$ cat src/rtl/seg7_pkg.sv
// Shared 7-segment constants and nibble decode for all display tops.
// Segment order {a,b,c,d,e,f,g} MSB..LSB, active-low (0 = lit).
// Pure constants and a function; no timing or flow control involved.
package seg7_pkg;

  localparam logic [6:0] SEG_0     = 7'b0000001;
  localparam logic [6:0] SEG_1     = 7'b1001111;
  localparam logic [6:0] SEG_2     = 7'b0010010;
  localparam logic [6:0] SEG_3     = 7'b0000110;
  localparam logic [6:0] SEG_4     = 7'b1001100;
  localparam logic [6:0] SEG_5     = 7'b0100100;
  localparam logic [6:0] SEG_6     = 7'b0100000;
  localparam logic [6:0] SEG_7     = 7'b0001111;
  localparam logic [6:0] SEG_8     = 7'b0000000;
  localparam logic [6:0] SEG_9     = 7'b0000100;
  localparam logic [6:0] SEG_A     = 7'b0001000;
  localparam logic [6:0] SEG_B     = 7'b1100000;
  localparam logic [6:0] SEG_C     = 7'b0110001;
  localparam logic [6:0] SEG_D     = 7'b1000010;
  localparam logic [6:0] SEG_E     = 7'b0110000;
  localparam logic [6:0] SEG_F     = 7'b0111000;
  localparam logic [6:0] SEG_BLANK = 7'b1111111;

  function automatic logic [6:0] hex_to_seg(input logic [3:0] nibble);
    logic [6:0] seg;
    case (nibble)
      4'h0:    seg = SEG_0;
      4'h1:    seg = SEG_1;
      4'h2:    seg = SEG_2;
      4'h3:    seg = SEG_3;
      4'h4:    seg = SEG_4;
      4'h5:    seg = SEG_5;
      4'h6:    seg = SEG_6;
      4'h7:    seg = SEG_7;
      4'h8:    seg = SEG_8;
      4'h9:    seg = SEG_9;
      4'hA:    seg = SEG_A;
      4'hB:    seg = SEG_B;
      4'hC:    seg = SEG_C;
      4'hD:    seg = SEG_D;
      4'hE:    seg = SEG_E;
      default: seg = SEG_F;
    endcase
    return seg;
  endfunction

endpackage

$ cat src/rtl/hex_seg_decoder.sv
// Purpose: one hex digit, nibble -> active-low segments, with forced blank.
// Latency: combinational. Backpressure: none.
// Ports: nibble (4-bit value), blank (1 = all segments off), seg (7-bit {a..g}).
module hex_seg_decoder
  import seg7_pkg::*;
(
  input  logic [3:0] nibble,
  input  logic       blank,
  output logic [6:0] seg
);

  assign seg = blank ? SEG_BLANK : hex_to_seg(nibble);

endmodule

$ cat src/rtl/param_updown_counter_hex.sv
// Purpose: modulo-N up/down counter with sync clear/load, registered wrap pulse, hex display.
// Latency: count/tc update 1 clk after controls sampled; hex is combinational from count.
// Backpressure: none; priority sclr > load > enable > hold.
// Ports: clk, aclr (async, active-low), sclr, load, load_value[WIDTH], enable, up,
//        count[WIDTH] (registered), tc (registered wrap pulse), hex[7*NDIGITS] (active-low).
module param_updown_counter_hex #(
  parameter int unsigned     WIDTH    = 8,
  parameter longint unsigned MODULUS  = 256,
  parameter bit              BLANK_LZ = 1'b0,
  localparam int unsigned    NDIGITS  = (WIDTH + 3) / 4
) (
  input  logic                 clk,
  input  logic                 aclr,
  input  logic                 sclr,
  input  logic                 load,
  input  logic [WIDTH-1:0]     load_value,
  input  logic                 enable,
  input  logic                 up,
  output logic [WIDTH-1:0]     count,
  output logic                 tc,
  output logic [7*NDIGITS-1:0] hex
);

  // MODULUS may be 2**32 when WIDTH=32, so the terminal value is derived in 64 bits.
  localparam logic [WIDTH-1:0] MAX_VAL = WIDTH'(MODULUS - 64'd1);

  logic load_over;
  assign load_over = (64'(load_value) >= MODULUS);

  // Wrap is detected by comparing before stepping, so count never leaves 0..MODULUS-1.
  always_ff @(posedge clk or negedge aclr) begin
    if (!aclr) begin
      count <= '0;
      tc    <= 1'b0;
    end else if (sclr) begin
      count <= '0;
      tc    <= 1'b0;
    end else if (load) begin
      count <= load_over ? MAX_VAL : load_value;
      tc    <= 1'b0;
    end else if (enable) begin
      if (up) begin
        if (count == MAX_VAL) begin
          count <= '0;
          tc    <= 1'b1;
        end else begin
          count <= count + WIDTH'(1);
          tc    <= 1'b0;
        end
      end else begin
        if (count == '0) begin
          count <= MAX_VAL;
          tc    <= 1'b1;
        end else begin
          count <= count - WIDTH'(1);
          tc    <= 1'b0;
        end
      end
    end else begin
      tc <= 1'b0;
    end
  end

  // Zero-extend to a whole number of nibbles so the top digit decodes cleanly.
  logic [4*NDIGITS-1:0] padded;
  assign padded = (4 * NDIGITS)'(count);

  for (genvar d = 0; d < NDIGITS; d++) begin : g_digit
    logic upper_nz;
    logic blank;
    // A digit is a leading zero when it and every digit above it are zero.
    assign upper_nz = |padded[4*NDIGITS-1:4*d];
    assign blank    = BLANK_LZ && (d > 0) && !upper_nz;

    hex_seg_decoder u_dec (
      .nibble (padded[4*d +: 4]),
      .blank  (blank),
      .seg    (hex[7*d +: 7])
    );
  end

endmodule

$ cat config.mk
export PLATFORM = sky130hd
export DESIGN_NAME = param_updown_counter_hex
export DESIGN_NICKNAME = d
export VERILOG_FILES = /design/src/rtl/seg7_pkg.sv /design/src/rtl/hex_seg_decoder.sv /design/src/rtl/param_updown_counter_hex.sv
export SDC_FILE = /design/constraint.sdc
export NUM_CORES = 1
export LEC_CHECK = 0
export BUFFER_PORTS_ARGS = -buffer_cell sky130_fd_sc_hd__buf_4
export CAP_MARGIN = 20
export CORE_MARGIN = 2
export CORE_UTILIZATION = 25
export DETAILED_ROUTE_END_ITERATION = 12
export MAX_ROUTING_LAYER = met4
export PLACE_DENSITY = 0.45
export SLEW_MARGIN = 40
export SYNTH_ARGS = -nofsm -noshare
export SYNTH_HDL_FRONTEND = slang
export SYNTH_SLANG_ARGS = --single-unit
export TNS_END_PERCENT = 30
$ cat constraint.sdc
create_clock -name clk -period 3.4 [get_ports clk]
set_clock_uncertainty 0.15 [all_clocks]
set_input_delay 0.17 -clock clk [delete_from_list [all_inputs] [get_ports clk]]
set_output_delay 0.17 -clock clk [all_outputs]
set_load 0.005 [all_outputs]
==> metrics.md <==
| Metric | Value |
|---|---|
| Result of the run | `finished clean` |
| Leakage | `0.000694 uW` |
| CTS buffer count | `3` |
| CP most frequent cell | `inv_1` |
| Largest family of logic cells by synthesized area | `compound AO/OA/AOI/OAI gates` |
| Area share of the largest cell type after synthesis | `between 15 and 20%` |
| Ant diodes | `0` |
| Initial Utilization | `25.8%` |
| Total routed wirelength | `approximately 3.8 mm` |
| Max FO, Critical Path | `11` |
| RR Endpoint | `count[4]$_DFFE_PN0P_` |
| Fmax | `0.417 GHz` |
| Layout cells sized above 1 | `25.4%` |
| Drt drc | `0` |
| Placer congestion estimate | `0.745` |
| Syn Std Cell Area | `1310 um2` |
| CTS tree | `done` |
| Core area | `5070 um2` |
| Compound-Gate Fraction of Synth Area | `between 20% and 30%` |
| CP max stage delay | `0.53 ns` |
| Total track usage | `13.4%` |
| Layout area overhead | `25.5%` |
| CTS root buf | `clkbuf_8` |
| Initial DRC count | `73` |
| Final Non-Filler Cells | `267` |
| Clk_lat worst skew | `0.24 ns` |
| Hold_sp | `sclr` |
| Synth Warn # | `0` |
| Combinational Power Share | `43.6%` |
| Pre-Repair DR Iteration Count | `4` |
| Die Wd | `between 70 and 80 um` |
| Wire length per cell | `14.4 um` |
| Routed vias/inst | `5.08` |
| Vias | `about 1400` |
| Vias in the first global route | `1257` |
| Sequential fraction of the synthesis area | `between 15 and 20%` |
| RSZ-0062 raised after global routing | `no` |
| Hold Path Class | `primary input to flip-flop` |
| # resized after CTS | `0` |
| WP data arrival | `2.08 ns` |
| Hold_buf cts | `1` |
| Max-slew headroom | `47.1%` |
| Placed cell count | `between 200 and 300` |
| Worst VDD drop | `0.189 mV` |
| Mux contribution to synthesized area | `9.54%` |
| Async S/R FF share, synth | `100%` |
| R2R Setup Slk | `around 1.3 ns` |
| Die height | `76.4 um` |
| Top_reg_cell synth | `dfrtp_1` |
| XOR/XNOR Fraction of Synth Area | `1.34%` |
| Sequential share of power | `30.1%` |
| Worst r2r src | `count[3]$_DFFE_PN0P_` |
| Critical path, cell by cell | `inv_1 > ha_1 > inv_1 > mux4_2 > buf_4` |
| CP Launch Type | `flip-flop` |
| CP required | `about 3 ns` |
| Hold path endpoint | `count[0]$_DFFE_PN0P_` |
| Total Neg Setup Slack | `0 ns` |
| CTS H-tree depth | `1` |
| Final Hold Viols | `0` |
| Min cycle time layout | `2.40 ns` |
| Syn nets | `197` |
| Adder-cell share of the synthesized area | `between 10 and 15%` |
| Post-Synth Simple-Gate Area | `24.4%` |
| Internal power | `306 uW` |
| Crit. End Element | `output pin` |
| Power share of the clock group | `a little over a quarter` |
| Most common cell after layout, fill and taps aside | `buf_4` |
| Post-CTS Repair Setup Buffers | `0` |
| Setup-failing EPs final | `0` |
| Wire length of the first global-routing pass | `~6.2 mm` |
| Syn Area/Cell | `roughly 7.7 um2` |
| Finished Cell Area | `1650 um2` |
| Max Slew Vio Count | `0` |
| Tot Pwr | `489 uW` |
| Critical-path top delay cell | `dfrtp_1` |
| Synth unique cells | `48` |
| Crit path kind | `flip-flop to output pin` |
| Worst-Margin Slew | `0.794 ns` |
| Mapped Cells | `171` |
| DP Wirelength | `2.79 mm` |
| Port bufs | `36` |
| DP Area | `1590 um2` |
| CP bufs+invs | `3` |
| Sequential cell area | `between 200 and 250 um2` |
| Period utilisation layout | `70.5%` |
| Switch Pwr | `183 uW` |
| Switch share | `between 30 and 40%` |
| Initial antenna violation count | `0` |
| Hold path cells | `2` |
| Power Dens Cells | `297 nW/um2` |
| Gr ovfl total | `0` |
| Row count | `26` |
| Clock slew at reported path FFs | `0.05 ns` |
| Commonest non-fill, non-tap cells in the layout | `buf_4 (36), nor2_1 (14), a21oi_1 (13), ha_1 (12), inv_1 (11)` |
| Die Footprint | `5840 um2` |
| Multi-input gate area | `962 um2` |
| Clk buf depth | `2` |
| # clock sinks | `9` |
| EDFF count, synth | `0` |
| Max-cap violation count | `0` |
| Synth top area cells | `dfrtp_1 (17%), ha_1 (11%), mux2i_1 (6.1%)` |
| Largest net degree at the start of global routing | `23` |
| Crit path max-delay family | `flip-flops` |
| Num ports | `37` |
| Antenna violation net count after detailed routing | `0` |
| Cell accounting for the most synthesized area | `dfrtp_1` |
| Fillers | `approximately 590` |
| NumNets Final | `between 200 and 250` |
| Reg2reg path depth | `5` |
| Post-synthesis register bit count | `9` |
==> layer usage <==
| metal | global-route usage (%) | up-vias | wire, um |
|---|---|---|---|
| met5 | - | - | 0 |
| met4 | 4.55 | 0 | 51 |
| met3 | 1.42 | 4 | 128 |
| met2 | 20.7 | 35 | 1750 |
| met1 | 18.4 | 638 | 1920 |
| li1 | - | 679 | - |
==> worst register-to-register path: cells and delay by family, from the launching register on <==
family / cells / cell delay (ns)
AOI/OAI and AO/OA: 3 / 0.58
DFF: 1 / 0.63
and+or+nand+nor: 2 / 0.70
==> cell usage after synthesis, types with 3 or more instances <==
master,n
nand4_1,5
nor3_1,6
clkbuf_1,5
o22ai_1,3
dfrtp_1,9
buf_2,6
nand2_1,10
inv_1,11
a31oi_1,3
nor2_1,14
o31ai_1,3
o21ai_1,3
ha_1,12
nand3_1,4
o21ai_0,10
nand2b_1,4
a21oi_1,13
mux2i_1,8
==> how the worst max path moves through the flow <==
stage | startpoint | end | cells past startpoint
final | count[0]$_DFFE_PN0P_ | hex[3] | 5
after global routing | count[0]$_DFFE_PN0P_ | hex[3] | 5
after CTS | count[0]$_DFFE_PN0P_ | hex[3] | 5
after detailed placement | count[0]$_DFFE_PN0P_ | hex[3] | 5
after global placement | count[3]$_DFFE_PN0P_ | count[4]$_DFFE_PN0P_ | 5
after floorplan | count[4]$_DFFE_PN0P_ | count[6]$_DFFE_PN0P_ | 7
==> cells by family after synthesis <==
kind of cell               after synthesis
and+or+nand+nor                         59
adders and majority gates               12
DFF                                      9
muxes                                   10
buffers and inverters                   27
xor gates and xnor gates                 2
AOI/OAI and AO/OA                       52
==> metrics by stage <==
step / worst slack [ns] / utilization [%] / hold slack (ns)
2_1_floorplan: 1.39 / - / -0.276
3_3_place_gp: 1.23 / 31.3 / -0.141
3_5_place_dp: 1.24 / 31.3 / -0.143
4_1_cts: 0.985 / 32.4 / 0.0363
5_1_grt: 0.852 / 32.4 / 0.0403
6_report: 1.00 / 32.4 / 0.0279
==> power by group through the flow <==
stage	clock network [uW]	registers, uW	logic, uW
floorplan	0	127	150
global placement	0	149	217
detailed placement	0	150	213
CTS	129	148	215
global route	136	152	236
finish	129	147	213
==> flip-flops by register name, summed over array words and instances (netlist names) <==
register,count
count,8
tc,1
==> layout make-up <==
type	instances	area share [%]
sequential	9	13.7
multi-input combinational	135	58.5
clock buffer	4	2.74
tap	70	5.32
timing repair buffer	37	17.0
inverter	12	2.74
(Power assumes the default switching activity.)
